$ cat src/rtl/phy_buf_pkg.sv
// Shared constants for the PHY output buffer: default geometry and the drop-counter ceiling.
package phy_buf_pkg;

  localparam int DEF_DATA_WIDTH = 32;
  localparam int DEF_DEPTH      = 8;
  localparam int DEF_AF_LEVEL   = 6;

  localparam logic [7:0] ERRCNT_MAX = 8'd255;

  // Saturating increment used by the optional drop counter.
  function automatic logic [7:0] sat_inc8(input logic [7:0] val);
    if (val == ERRCNT_MAX) begin
      return val;
    end else begin
      return val + 8'd1;
    end
  endfunction

endpackage

$ cat src/rtl/phy_out_buffer_if.sv
// Data/handshake bundle between the PHY receive path, the output buffer and its consumer.
// err_count is present only when PHY_OUT_BUF_ERRCNT_EN is defined.
interface phy_out_buffer_if #(
  parameter int DATA_WIDTH = phy_buf_pkg::DEF_DATA_WIDTH,
  parameter int DEPTH      = phy_buf_pkg::DEF_DEPTH
);
  localparam int CW = $clog2(DEPTH) + 1;

  logic [DATA_WIDTH-1:0] data_in;
  logic                  valid_in;
  logic                  ready_in;
  logic                  ovf_clr;
  logic [DATA_WIDTH-1:0] data_out;
  logic                  valid_out;
  logic                  fifo_empty;
  logic                  almost_full;
  logic                  overflow;
  logic [CW-1:0]         count;
`ifdef PHY_OUT_BUF_ERRCNT_EN
  logic [7:0]            err_count;

  modport master (
    output data_in, valid_in, ready_in, ovf_clr,
    input  data_out, valid_out, fifo_empty, almost_full, overflow, count, err_count
  );
  modport slave (
    input  data_in, valid_in, ready_in, ovf_clr,
    output data_out, valid_out, fifo_empty, almost_full, overflow, count, err_count
  );
`else
  modport master (
    output data_in, valid_in, ready_in, ovf_clr,
    input  data_out, valid_out, fifo_empty, almost_full, overflow, count
  );
  modport slave (
    input  data_in, valid_in, ready_in, ovf_clr,
    output data_out, valid_out, fifo_empty, almost_full, overflow, count
  );
`endif

endinterface

$ cat src/rtl/phy_out_mem.sv
// Buffer storage: synchronous write, asynchronous read, contents deliberately not reset.
module phy_out_mem
  import phy_buf_pkg::*;
#(
  parameter int DATA_WIDTH = DEF_DATA_WIDTH,
  parameter int DEPTH      = DEF_DEPTH
) (
  input  logic                     clk_f,
  input  logic                     i_we,
  input  logic [$clog2(DEPTH)-1:0] i_waddr,
  input  logic [DATA_WIDTH-1:0]    i_wdata,
  input  logic [$clog2(DEPTH)-1:0] i_raddr,
  output logic [DATA_WIDTH-1:0]    o_rdata
);

  logic [DATA_WIDTH-1:0] r_mem [DEPTH];

  // Write port.
  always_ff @(posedge clk_f) begin
    if (i_we) begin
      r_mem[i_waddr] <= i_wdata;
    end
  end

  assign o_rdata = r_mem[i_raddr];

endmodule

$ cat src/rtl/phy_out_buffer.sv
// PHY output buffer: pointer/flag control around phy_out_mem, sticky overflow on dropped words.
// Optional drop counter err_count enabled by defining PHY_OUT_BUF_ERRCNT_EN.
module phy_out_buffer
  import phy_buf_pkg::*;
#(
  parameter int DATA_WIDTH = DEF_DATA_WIDTH,
  parameter int DEPTH      = DEF_DEPTH,
  parameter int AF_LEVEL   = DEF_AF_LEVEL
) (
  input logic             clk_f,
  input logic             reset,
  phy_out_buffer_if.slave bus
);

  localparam int AW = $clog2(DEPTH);
  localparam int PW = AW + 1;

  logic [PW-1:0]         r_wr_ptr;
  logic [PW-1:0]         r_rd_ptr;
  logic [PW-1:0]         r_count;
  logic                  r_fifo_empty;
  logic                  r_almost_full;
  logic                  r_overflow;

  logic                  w_empty;
  logic                  w_full;
  logic                  w_rd;
  logic                  w_wr;
  logic                  w_drop;
  logic [PW-1:0]         w_wr_ptr_nxt;
  logic [PW-1:0]         w_rd_ptr_nxt;
  logic [PW-1:0]         w_count_nxt;
  logic [DATA_WIDTH-1:0] w_rdata;

  // Handshake decode; a read frees a slot so a write into a full buffer still lands.
  always_comb begin
    w_empty      = (r_wr_ptr == r_rd_ptr);
    w_full       = (r_wr_ptr[AW] != r_rd_ptr[AW]) &&
                   (r_wr_ptr[AW-1:0] == r_rd_ptr[AW-1:0]);
    w_rd         = !w_empty && bus.ready_in;
    w_wr         = bus.valid_in && (!w_full || w_rd);
    w_drop       = bus.valid_in && !w_wr;
    w_wr_ptr_nxt = w_wr ? (r_wr_ptr + PW'(1'b1)) : r_wr_ptr;
    w_rd_ptr_nxt = w_rd ? (r_rd_ptr + PW'(1'b1)) : r_rd_ptr;
    w_count_nxt  = w_wr_ptr_nxt - w_rd_ptr_nxt;
  end

  // Pointers, occupancy and flags; set beats clear on the sticky overflow.
  always_ff @(posedge clk_f or negedge reset) begin
    if (!reset) begin
      r_wr_ptr      <= {PW{1'b0}};
      r_rd_ptr      <= {PW{1'b0}};
      r_count       <= {PW{1'b0}};
      r_fifo_empty  <= 1'b1;
      r_almost_full <= 1'b0;
      r_overflow    <= 1'b0;
    end else begin
      r_wr_ptr      <= w_wr_ptr_nxt;
      r_rd_ptr      <= w_rd_ptr_nxt;
      r_count       <= w_count_nxt;
      r_fifo_empty  <= (w_count_nxt == {PW{1'b0}});
      r_almost_full <= (w_count_nxt >= PW'(AF_LEVEL));
      r_overflow    <= w_drop ? 1'b1 : (bus.ovf_clr ? 1'b0 : r_overflow);
    end
  end

  phy_out_mem #(
    .DATA_WIDTH (DATA_WIDTH),
    .DEPTH      (DEPTH)
  ) u_mem (
    .clk_f   (clk_f),
    .i_we    (w_wr),
    .i_waddr (r_wr_ptr[AW-1:0]),
    .i_wdata (bus.data_in),
    .i_raddr (r_rd_ptr[AW-1:0]),
    .o_rdata (w_rdata)
  );

  assign bus.data_out    = w_rdata;
  assign bus.valid_out   = !r_fifo_empty;
  assign bus.fifo_empty  = r_fifo_empty;
  assign bus.almost_full = r_almost_full;
  assign bus.overflow    = r_overflow;
  assign bus.count       = r_count;

`ifdef PHY_OUT_BUF_ERRCNT_EN
  logic [7:0] r_err_count;

  // Drop counter: a drop coinciding with a clear restarts the count at one.
  always_ff @(posedge clk_f or negedge reset) begin
    if (!reset) begin
      r_err_count <= 8'd0;
    end else if (w_drop) begin
      r_err_count <= bus.ovf_clr ? 8'd1 : sat_inc8(r_err_count);
    end else if (bus.ovf_clr) begin
      r_err_count <= 8'd0;
    end else begin
      r_err_count <= r_err_count;
    end
  end

  assign bus.err_count = r_err_count;
`endif

endmodule
$ cat src/flat_wrapper.sv
// flat-port wrapper written by rule: the top's interface ports become plain ports
module phy_out_buffer_flat import phy_buf_pkg::*;
#(
  parameter int DATA_WIDTH = DEF_DATA_WIDTH,
  parameter int DEPTH      = DEF_DEPTH,
  parameter int AF_LEVEL   = DEF_AF_LEVEL
)
  (clk_f, reset, bus_data_in, bus_valid_in, bus_ready_in, bus_ovf_clr, bus_data_out, bus_valid_out, bus_fifo_empty, bus_almost_full, bus_overflow, bus_count);
  phy_out_buffer_if #(.DATA_WIDTH(DATA_WIDTH), .DEPTH(DEPTH)) bus_i ();
  input logic clk_f;
  input logic reset;
  input wire logic [$bits(bus_i.data_in)-1:0] bus_data_in;
  input wire logic [$bits(bus_i.valid_in)-1:0] bus_valid_in;
  input wire logic [$bits(bus_i.ready_in)-1:0] bus_ready_in;
  input wire logic [$bits(bus_i.ovf_clr)-1:0] bus_ovf_clr;
  output wire logic [$bits(bus_i.data_out)-1:0] bus_data_out;
  output wire logic [$bits(bus_i.valid_out)-1:0] bus_valid_out;
  output wire logic [$bits(bus_i.fifo_empty)-1:0] bus_fifo_empty;
  output wire logic [$bits(bus_i.almost_full)-1:0] bus_almost_full;
  output wire logic [$bits(bus_i.overflow)-1:0] bus_overflow;
  output wire logic [$bits(bus_i.count)-1:0] bus_count;
  assign bus_i.data_in = bus_data_in;
  assign bus_i.valid_in = bus_valid_in;
  assign bus_i.ready_in = bus_ready_in;
  assign bus_i.ovf_clr = bus_ovf_clr;
  assign bus_data_out = bus_i.data_out;
  assign bus_valid_out = bus_i.valid_out;
  assign bus_fifo_empty = bus_i.fifo_empty;
  assign bus_almost_full = bus_i.almost_full;
  assign bus_overflow = bus_i.overflow;
  assign bus_count = bus_i.count;
  phy_out_buffer #(.DATA_WIDTH(DATA_WIDTH), .DEPTH(DEPTH), .AF_LEVEL(AF_LEVEL)) u_core (.clk_f(clk_f), .reset(reset), .bus(bus_i));
endmodule
$ cat config.mk
export PLATFORM = sky130hd
export DESIGN_NAME = phy_out_buffer_flat
export DESIGN_NICKNAME = d
export VERILOG_FILES = /design/src/rtl/phy_buf_pkg.sv /design/src/rtl/phy_out_buffer_if.sv /design/src/rtl/phy_out_mem.sv /design/src/rtl/phy_out_buffer.sv /design/src/flat_wrapper.sv
export SDC_FILE = /design/constraint.sdc
export NUM_CORES = 1
export LEC_CHECK = 0
export BUFFER_PORTS_ARGS = -buffer_cell sky130_fd_sc_hd__buf_2
export CORE_ASPECT_RATIO = 0.5
export CORE_UTILIZATION = 40
export CTS_BUF_LIST = sky130_fd_sc_hd__clkbuf_8 sky130_fd_sc_hd__clkbuf_16
export DETAILED_ROUTE_END_ITERATION = 8
export HOLD_SLACK_MARGIN = 0.03
export SYNTH_ARGS = -nofsm -noshare
export SYNTH_HDL_FRONTEND = slang
export SYNTH_HIERARCHICAL = 1
export SYNTH_SLANG_ARGS = --single-unit
$ cat constraint.sdc
create_clock -name clk_f -period 5.88 [get_ports clk_f]
set_clock_uncertainty 0.2 [all_clocks]
set_input_delay 1.764 -clock clk_f [delete_from_list [all_inputs] [get_ports clk_f]]
set_output_delay 1.764 -clock clk_f [all_outputs]
set_load 0.02 [all_outputs]
# ---- Word-level counts from Yosys, hierarchy flattened
# Memory sizes are Yosys's and may differ from the RTL's.
# Cells that the tools add are included.
dict set report word_totals {
  register_bits 15
  in_bits 37
  word_cells 31
  n_memories 1
  output_inout_bits 40
  mem_bits_rw 256
}
# memory words width rd rd_ports_with_merged_regs write_ports line_no
set memory_table {}
lappend memory_table {u_core.u_mem.r_mem 8 32 1 0 1 phy_out_mem.sv:16} ;# logic [DATA_WIDTH-1:0] r_mem [DEPTH];
dict set report op_classes {
  n_mux 6
  n_reduce_logical 11
  n_lt_le_gt_ge 1
  add_sub_neg 3
  eq_ne 3
}
# op n
set op_table {}
lappend op_table {{4-bit by 1-bit adder with 4-bit output, second input constant} 2}
lappend op_table {{4-bit two-way mux} 2}
lappend op_table {{4-bit == test} 1}
lappend op_table {{4-bit by 3-bit greater-or-equal comparator with 1-bit output, second input constant} 1}
lappend op_table {{1-bit logical AND} 4}
lappend op_table {{1-bit zero test} 4}
lappend op_table {{4-bit zero test} 1}
lappend op_table {{1-bit two-way mux} 4}
lappend op_table {{4-bit subtractor} 1}
lappend op_table {{3-bit == test} 1}
lappend op_table {{2-bit nonzero test} 1}
lappend op_table {{1-bit logical OR} 1}
lappend op_table {{1-bit inequality test} 1}

# ---- Longest topological paths before layout
# Gate-level depths: netlist (run 1).
dict set report depth {
  depth_word 8
  ltp_mapped 11
  mapped_depth_nobuf 11
}

# ---- Cells and area by module
# The synthesis (run 1) kept the hierarchy.
# mod area_each_um2 n_inst cells_each
set by_module_without_submodules {}
lappend by_module_without_submodules {phy_out_mem 9825.7 1 383}
lappend by_module_without_submodules {phy_out_buffer 849.6 1 77}

# ---- Worst setup path before layout (run 1)
# OpenSTA, ideal clock, no wires.
dict set report synth_timing {
  path_kind {input-to-reg}
  startpoint {input bus_ready_in}
  endpoint {memory u_core/u_mem/r_mem[0][0] in the netlist's numbering (enable)}
  arrival_time_ps 4451
  path_slack_ps 768
  n_path_buf 0
  path_stages 4
  setup_time_ps 461
  required_ps 5219
  cell_sequence {nand2b_1 > o21a_1 > nand2b_1 > nor3_1}
}
dict set report synth_via {
  elab_chain_len 5
}
# item line_no
set synth_lines {}
lappend synth_lines {{start, declared} flat_wrapper.sv:14} ;# input wire logic [$bits(bus_i.ready_in)-1:0] bus_ready_in;
lappend synth_lines {{1-bit logical AND} phy_out_buffer.sv:40} ;# w_rd = !w_empty && bus.ready_in;
lappend synth_lines {{1-bit logical OR} phy_out_buffer.sv:41} ;# w_wr = bus.valid_in && (!w_full || w_rd);
lappend synth_lines {{1-bit logical AND} phy_out_buffer.sv:41}
lappend synth_lines {{named net u_core.w_wr} phy_out_buffer.sv:28} ;# logic w_wr;
lappend synth_lines {{1-bit two-way mux} phy_out_mem.sv:20} ;# if (i_we) begin
lappend synth_lines {{1-bit two-way mux (implied by the code)} phy_out_mem.sv:21} ;# r_mem[i_waddr] <= i_wdata;
lappend synth_lines {{end, declared} phy_out_mem.sv:16}
# The timed path passes the listed nets, and every way through them passes these cells.

# ---- Final worst setup path (run 1)
dict set report layout_timing {
  startpoint {register u_core.r_rd_ptr[0]}
  endpoint {output bus_data_out[0]}
}
dict set report layout_via {
  elab_chain_len 1
}
# item line_no
set layout_lines {}
lappend layout_lines {{start, declared} phy_out_buffer.sv:19} ;# logic [PW-1:0] r_rd_ptr;
lappend layout_lines {{start signal, assigned} phy_out_buffer.sv:52} ;# r_rd_ptr <= {PW{1'b0}};
lappend layout_lines {{start signal, assigned} phy_out_buffer.sv:59} ;# r_rd_ptr <= w_rd_ptr_nxt;
lappend layout_lines {{memory 8 x 32 bit} -}
lappend layout_lines {{end, declared} flat_wrapper.sv:16} ;# output wire logic [$bits(bus_i.data_out)-1:0] bus_data_out;
# Every way passes these cells.

==> results of run 1 <==
## cells by family (layout without fill, tap and decap cells)
| kind of cell | after synthesis | after routing | share of synthesized area, % |
|---|---|---|---|
| compound gates | 13 | 13 | 0.891 |
| simple gates | 27 | 27 | 1.34 |
| buf+inv | 30 | 146 | 1.62 |
| mux | 102 | 102 | 18.9 |
| xor+xnor | 11 | 11 | 0.973 |
| flops | 271 | 271 | 75.5 |
| fa+ha+maj | 6 | 6 | 0.774 |
## through the flow
step | hold slack [ns] | power [mW] | cell area, um^2
3_3_place_gp | 0.295 | 4.89 | 11500
3_5_place_dp | 0.365 | 4.91 | 11500
6_report | 0.362 | 6.50 | 12400
2_1_floorplan | 0.316 | 4.25 | 10700
5_1_grt | 0.392 | 6.83 | 12400
4_1_cts | 0.374 | 6.60 | 12400
## registers in the layout, indices dropped and copies added, names as in the netlist
name and count:
u_core/u_mem/r_mem 256, u_core/bus.count 4, u_core/r_rd_ptr 4, u_core/r_wr_ptr 4, u_core/bus.almost_full 1, u_core/bus.fifo_empty 1, u_core/bus.overflow 1
## cell type report
class | count | area [um^2]
fill | 2045 | 13300
sequential | 271 | 8070
multi-input combinational | 159 | 2490
clock buffer | 27 | 676
timing repair buffer | 89 | 490
tap | 344 | 430
clock inverter | 18 | 185
inverter | 12 | 45.0
## metal layers
metal	routed length [um]	share of wire (%)
met5	0	0
met4	350	1.8
met3	812	4.1
met2	9610	48
met1	9180	46
## worst max-delay path, stage by stage, from the launching register on
cell     delay, ns
dfrtp_4       0.93
buf_12        0.32
mux4_1        0.57
mux2_2        0.28
buf_2         0.17
## cell usage in the layout (no fill, tap or decap), types with 2 or more instances in the layout
cell type,count
xor2_1,6
ha_1,5
bufinv_16,4
mux2i_1,4
buf_4,12
inv_1,15
buf_2,76
mux4_2,24
edfxtp_1,256
a21o_1,2
clkbuf_16,27
nor3b_1,2
nand2b_1,4
o21ai_0,2
nor3_2,2
dfrtp_1,11
nand2_1,5
clkinv_2,3
clkinv_1,6
mux4_1,40
xnor2_1,4
dfrtp_4,2
nor3_1,3
nor2_4,6
a21oi_1,3
mux2_2,34
## final timing paths
check / startpoint / end / slack [ns] / depth (start not counted)
min in group asynchronous: reset / u_core/bus.almost_full / 0.94 / 1
setup / recovery: u_core/r_rd_ptr[0] / bus_data_out[0] / 1.04 / 4
hold / removal: u_core/bus.overflow / u_core/bus.overflow / 0.36 / 2
hold reg to reg: u_core/bus.overflow / u_core/bus.overflow / 0.36 / 2
max in group asynchronous: reset / u_core/bus.fifo_empty / 4.24 / 1
setup reg to reg: u_core/r_rd_ptr[2] / u_core/bus.fifo_empty / 1.95 / 10
## where the power goes
| part | leakage (nW) | switching, mW | internal (mW) |
|---|---|---|---|
| sequential | 2.50 | 0.289 | 2.46 |
| combinational | 1.32 | 1.10 | 0.970 |
| clock | 0.431 | 0.684 | 1.00 |
| total | 4.25 | 2.08 | 4.43 |
==> results_dict.tcl, run 1 <==
set metrics [dict create \
    status "completed" \
    async_flop_share_pct 5.54 \
    grt_first_pass_wirelength_um 30600 \
    cts_hold_buf 0 \
    netlist_top_cells_area "edfxtp_1 (72%), mux4_1 (9.8%), mux4_2 (5.1%), mux2_2 (3.6%), dfrtp_1 (3.3%)" \
    final_hold_viol_count 0 \
    yosysTopAreaCellShare_pct 72.0 \
    critPathKind "register to output pin" \
    netlist_top_cells_count "edfxtp_1 (256), mux4_1 (40), mux2_2 (34)" \
    yosys_register_bits 271 \
    worst_setup_path_end_kind "output pin" \
    synth.distinct_cells 35 \
    chipWidth_um 233 \
    cp-start-kind "register" \
    min_period_ns 4.84 \
    synth_edf_count 256 \
    cts_root_buf "clkbuf_16" \
    ioPinCount 77 \
    numPortBuffers 76 \
    cts_sinks 271 \
    synthesis.area_mm2 0.0107 \
    ctsResizeCount 0 \
    area_growth_pct 16.1 \
    setup_violations 0 \
    grt_max_degree 68 \
    vias 4800 \
    row_count 41 \
    grt_pass1_vias 5126 \
    syn_inst 460 \
    hpwl_um 11200 \
    clk_latency_ns 0.53 \
    powerDensity_mw_per_mm2 525 \
    yosysTopAreaCell "edfxtp_1" \
    routed_wl_um 19900 \
    clock_tree.buffer_depth 3 \
    slew_violations 0 \
    grt_setup_unrepaired "false" \
    synth_nets 503 \
    worstMarginPinSlew_ns 0.984 \
    htree_levels 1 \
    drc 0 \
    final_core_util_pct 48.2 \
    start_util_pct 41.5 \
    cp.required_ns 3.92 \
    clock.fmax_mhz 207 \
    drv_cap 0 \
    hold_class "register to register" \
    dp_cells 875 \
    grt_usage_pct 15.1 \
    post-place-ws_ns 1.55 \
    drt_pass1_iterations 4 \
    grt-ovfl-total 0 \
    final_cells 920 \
    yosysMostFrequentCell "edfxtp_1" \
    die-area_mm2 0.0274 \
    cts_tree "yes" \
    ys_seq_area_share_pct 75.5 \
    critPathArrivalTime_ns 2.87 \
    grt_busiest_layer "met2" \
    drt_iter0_drc 311 \
    power_leakage_nw 4.25 \
    cp_max_fo 39 \
    slew_headroom_pct 34.4 \
    synth_warnings 6 \
    postLayoutSetupSlackWorst_ns 1.04 \
    post_cts_buffers 0 \
    gp_congestion 0.693 \
    die_h_um 118 \
    peakVddDrop_mv 0.228 \
    path_clk_slew_ns 0.06 \
    numCtsBuffers 26 \
    met1_usage_pct 20.8 \
    finalSetupTns_ns 0 \
    synth_ff_type "edfxtp_1" \
    min_period_over_period_pct 82.3 \
    core_area_mm2 0.0257 \
    fin_nets 602 \
    use_met3_pct 2.52 \
    drive_above_1_share_pct 34.5 \
    avgSynthCellArea_um2 23.2 \
    antenna_left 0 \
    antenna_found_initial 0 \
    wire_per_inst_um 21.7 \
    use_met2_pct 24.9 \
    antennaDiodeCount 0 \
    vias_per_cell 5.22 \
]
(Power assumes the default switching activity.)
==> run 2, diff against run 1 <==
Clock period 5.88 ns to 4.94 ns, I/O delays scaled along.
==> run 2 against run 1 <==
Worst hold slack got worse by 0.028 ns; sequential cell count did not move; routed wire length fell by 2.8%; combinational power rose by 25%; setup slack got worse by 0.41 ns; sequential share of layout area fell by 0.20 points; largest power group unchanged; cell area rose by 0.28%; die area did not move; utilization rose by 0.14 points; register-to-register slack got worse by 0.62 ns; via count fell by 1.6%.
==> results_dict.tcl, run 2 (synthesis gave the netlist of run 1 again) <==
set metrics [dict create \
    status "completed" \
    slowest_stage "dfrtp_4" \
    grt_pass1_vias 5202 \
    die-area_mm2 0.0274 \
    drive_above_1_share_pct 34.5 \
    critPathKind "register to output pin" \
    post_cts_buffers 0 \
    slew_headroom_pct 50.6 \
    numPortBuffers 76 \
    setup_violations 0 \
    area_growth_pct 16.4 \
    drv_cap 0 \
    numCtsBuffers 26 \
    grt-ovfl-total 0 \
    antenna_found_initial 0 \
    drc 0 \
    critPathArrivalTime_ns 2.62 \
    crit_family "multiplexers" \
    hpwl_um 10800 \
    drt_iter0_drc 341 \
    slew_violations 0 \
    gp_congestion 0.730 \
    finalSetupTns_ns 0 \
    worstMarginPinSlew_ns 0.740 \
    worstRegToRegCells 10 \
    fin_nets 603 \
    r2r_slack_ns 1.33 \
    postLayoutCellArea_mm2 0.0124 \
    final_common_cell "edfxtp_1" \
    worst_setup_path_end_kind "output pin" \
    chipWidth_um 233 \
    grt_max_degree 53 \
    drt_pass1_iterations 4 \
    grt_setup_unrepaired "false" \
    largest_register_ffs 256 \
    vias 4725 \
    final_cell_mix "edfxtp_1 (256), buf_2 (76), mux4_1 (40), mux2_2 (34), clkbuf_16 (27)" \
    endpoint "bus_data_out[14]" \
    p_total_mw 7.74 \
    wire_per_inst_um 21.0 \
    min_period_ns 4.31 \
    row_count 41 \
    hold_ws_ns 0.335 \
    cts_hold_buf 0 \
    clk_latency_ns 0.51 \
    start_util_pct 41.5 \
    ctsResizeCount 0 \
    path_depth 4 \
    hold_class "register to register" \
    cp_max_fo 31 \
    clock.fmax_mhz 232 \
    grt_first_pass_wirelength_um 30300 \
    power_leakage_nw 4.27 \
    die_h_um 118 \
    crit_path_start "u_core/r_rd_ptr[0]" \
    cts_tree "yes" \
    peakVddDrop_mv 0.273 \
    reg2reg_to "u_core/bus.fifo_empty" \
    worstPathCellList "buf_4 -> mux4_1 -> mux2_2 -> buf_2" \
    cp.required_ns 3.26 \
    largest-register "u_core/u_mem/r_mem" \
    cp-start-kind "register" \
    clock_tree.buffer_depth 3 \
    core_area_mm2 0.0257 \
    antennaDiodeCount 0 \
    cts_sinks 271 \
    vias_per_cell 5.12 \
    hold_path.startpoint "u_core/bus.overflow" \
    cts_root_buf "clkbuf_16" \
    routed_wl_um 19400 \
    antenna_left 0 \
    r2r_start "u_core/r_rd_ptr[0]" \
    final_hold_viol_count 0 \
    min_period_over_period_pct 87.2 \
    path_clk_slew_ns 0.06 \
    grt_usage_pct 14.7 \
    powerDensity_mw_per_mm2 623 \
    placed_area_mm2 0.0116 \
    ioPinCount 77 \
    fillCellCount 2065 \
    critPathBufInv 2 \
    critical_path.max_stage_delay_ns 0.81 \
    htree_levels 1 \
]
[run 2: changes by cell type in the layout (fill, tap and decap cells not counted)]
cell / previous run / this run
clkinv_2: 3 / 4
dfrtp_4: 2 / 1
inv_6: 1 / 0
inv_1: 15 / 17
clkinvlp_4: 1 / 0
buf_12: 1 / 3
dfrtp_2: 1 / 2
clkinv_4: 0 / 1
buf_4: 12 / 11
[run 2: power breakdown]
group          internal [mW]  switching [mW]
registers               2.93           0.234
logic                   1.18            1.41
clock network           1.19           0.798
total                   5.30            2.44
[run 2: layout make-up]
type	instances	area (um^2)	share of cell area (%)
well taps	344	430	3.46
multi-input cells	159	2490	20.1
clock inverters	20	190	1.53
flip-flops and latches	271	8070	64.9
clock buffers	27	676	5.44
repair buffers	90	523	4.21
inverters	12	45.0	0.362
[run 2: tightest hold or removal path: cells and delay by family (launching register included)]
| family | cells | cell delay [ns] |
|---|---|---|
| flops | 1 | 0.38 |
| compound gates | 1 | 0.06 |
| buf+inv | 1 | 0.06 |
[run 2: worst min path at each step]
stage / end / slack [ns] / cells after the start
after floorplan: u_core/r_rd_ptr[2] / 0.32 / 1
after global placement: u_core/bus.overflow / 0.32 / 2
after detailed placement: u_core/bus.overflow / 0.33 / 2
after CTS: u_core/bus.overflow / 0.34 / 2
after global routing: u_core/bus.overflow / 0.36 / 2
final: u_core/bus.overflow / 0.33 / 2
[run 2: metrics by stage]
stage | utilization (%) | std cells | setup slack, ns
floorplan | - | 460 | 0.110
global placement | 45.0 | 876 | 1.11
detailed placement | 45.0 | 876 | 1.01
CTS | 48.4 | 923 | 0.571
global route | 48.4 | 923 | 0.511
finish | 48.4 | 923 | 0.633
[run 2: metal layers]
metal	wire, um	part of all wire, %	GRT usage (%)
met5	0	0	0
met4	280	1.4	3.10
met3	631	3.3	2.52
met2	9400	49	23.3
met1	9060	47	21.5
==> run 3, diff against run 2 <==
Settings changed: CTS_BUF_LIST sky130_fd_sc_hd__clkbuf_8 sky130_fd_sc_hd__clkbuf_16 to unset, GPL_ROUTABILITY_DRIVEN set to 0.
==> run 3 against run 2 <==
Combinational power about the same; fmax barely moved; sequential share of layout area did not move; die area unchanged; critical path depth is the same; cell count unchanged; non-clock buffer count unchanged; critical path type unchanged; largest cell class unchanged; highest routed layer unchanged.
==> results_dict.tcl, run 3 (synthesis gave the netlist of run 1 again) <==
set metrics [dict create \
    setup_violations 0 \
    multi_input_area_mm2 0.00249 \
    grt_pass1_vias 5202 \
    slowest_stage "dfrtp_4" \
    critPathKind "register to output pin" \
    crit_family "multiplexers" \
    hold_path.startpoint "u_core/bus.overflow" \
    seq_area_mm2 0.00807 \
    antenna_left 0 \
    post-place-ws_ns 1.01 \
    grt_first_pass_wirelength_um 30300 \
    numPortBuffers 76 \
    grt_usage_pct 14.7 \
    post_cts_buffers 0 \
    path_clk_slew_ns 0.06 \
    die_h_um 118 \
    grt_setup_unrepaired "false" \
    antennaDiodeCount 0 \
    min_period_over_period_pct 87.2 \
    postLayoutCellArea_mm2 0.0124 \
    largest-register "u_core/u_mem/r_mem" \
    vias 4726 \
    hold_ws_ns 0.335 \
    status "completed" \
    cts_tree "yes" \
    final_cell_mix "edfxtp_1 (256), buf_2 (76), mux4_1 (40), mux2_2 (34), clkbuf_16 (27)" \
    grt_max_degree 53 \
    ioPinCount 77 \
    reg2reg_to "u_core/bus.fifo_empty" \
    peakVddDrop_mv 0.273 \
    critPathArrivalTime_ns 2.62 \
    final_cells 923 \
    ctsResizeCount 0 \
    routed_wl_um 19400 \
    hold_class "register to register" \
    slew_violations 0 \
    chipWidth_um 233 \
    worst_hold_path.endpoint "u_core/bus.overflow" \
    placed_area_mm2 0.0116 \
    final_hold_viol_count 0 \
    min_period_ns 4.31 \
    area_growth_pct 16.4 \
    grt-ovfl-total 0 \
    cp-start-kind "register" \
    worstMarginPinSlew_ns 0.735 \
    cts_sinks 271 \
    postLayoutSetupSlackWorst_ns 0.633 \
    die-area_mm2 0.0274 \
    antenna_found_initial 0 \
    worst_setup_path_end_kind "output pin" \
    drc 0 \
    fillCellCount 2065 \
    powerDensity_mw_per_mm2 623 \
    clk_latency_ns 0.51 \
    drv_cap 0 \
    drt_pass1_iterations 4 \
    worstRegToRegCells 10 \
    dp_cells 876 \
    drt_iter0_drc 340 \
    final_common_cell "edfxtp_1" \
    cts_hold_buf 0 \
    core_area_mm2 0.0257 \
    critPathBufInv 2 \
    clock_tree.buffer_depth 3 \
    finalSetupTns_ns 0 \
    largest_register_ffs 256 \
    cts_root_buf "clkbuf_16" \
    r2r_slack_ns 1.33 \
    fin_nets 603 \
    numCtsBuffers 26 \
    r2r_start "u_core/r_rd_ptr[0]" \
    htree_levels 1 \
    power_leakage_nw 4.25 \
    wire_per_inst_um 21.0 \
    hpwl_um 10800 \
    slew_headroom_pct 50.9 \
    cp.required_ns 3.26 \
    cp_max_fo 31 \
    critical_path.max_stage_delay_ns 0.81 \
    start_util_pct 41.5 \
    vias_per_cell 5.12 \
    hold_depth 2 \
    row_count 41 \
    clock.fmax_mhz 232 \
    drive_above_1_share_pct 34.5 \
    worstPathCellList "buf_4 -> mux4_1 -> mux2_2 -> buf_2" \
]
==> run 3: changes by cell type in the layout (fill, tap and decap cells not counted), sizes merged <==
cell | previous run | this run
clkbuf | 27 | 32
inv | 17 | 12
==> run 3: how the worst max path moves through the flow <==
stage                                   from                  endpoint  slack (ns)  cells past startpoint
final                     u_core/r_rd_ptr[0]          bus_data_out[14]        0.63                      4
after CTS                 u_core/r_rd_ptr[0]          bus_data_out[14]        0.57                      4
after detailed placement        bus_ready_in     u_core/bus.fifo_empty        1.01                     10
after floorplan                 bus_ready_in  u_core/u_mem/r_mem[0][0]        0.11                      4
after global placement          bus_ready_in     u_core/bus.fifo_empty        1.11                     10
after global routing      u_core/r_rd_ptr[0]          bus_data_out[14]        0.51                      4
==> run 3: final cells by class <==
cell class	count	share of cell area [%]
repair buffers	90	4.21
well taps	344	3.46
flip-flops and latches	271	64.9
clock buffers	32	5.59
inverters	12	0.362
clock inverters	15	1.38
multi-input cells	159	20.1
==> run 3: report_power, final <==
group | internal, mW | total (mW) | switching (mW)
Combinational | 1.18 | 2.59 | 1.41
Sequential | 2.93 | 3.16 | 0.234
Clock | 1.20 | 2.00 | 0.798
==> run 3: stage by stage <==
| step | power [mW] | utilization (%) |
|---|---|---|
| 2_1_floorplan | 5.05 | - |
| 3_3_place_gp | 5.83 | 45.0 |
| 3_5_place_dp | 5.86 | 45.0 |
| 4_1_cts | 7.88 | 48.4 |
| 5_1_grt | 8.17 | 48.4 |
| 6_report | 7.75 | 48.4 |
==> run 3: tightest hold or removal path, delay by kind of cell, from the launching register on <==
kind	cells	cell delay [ns]
compound gates	1	0.06
flops	1	0.38
buf+inv	1	0.06
==> run 3: per-layer routing <==
metal	global-route usage [%]	share of wire (%)	up-vias
met2	23.3	48	58
met4	3.10	1.4	0
li1	-	-	2148
met3	2.52	3.2	24
met5	0	0	-
met1	21.5	47	2496
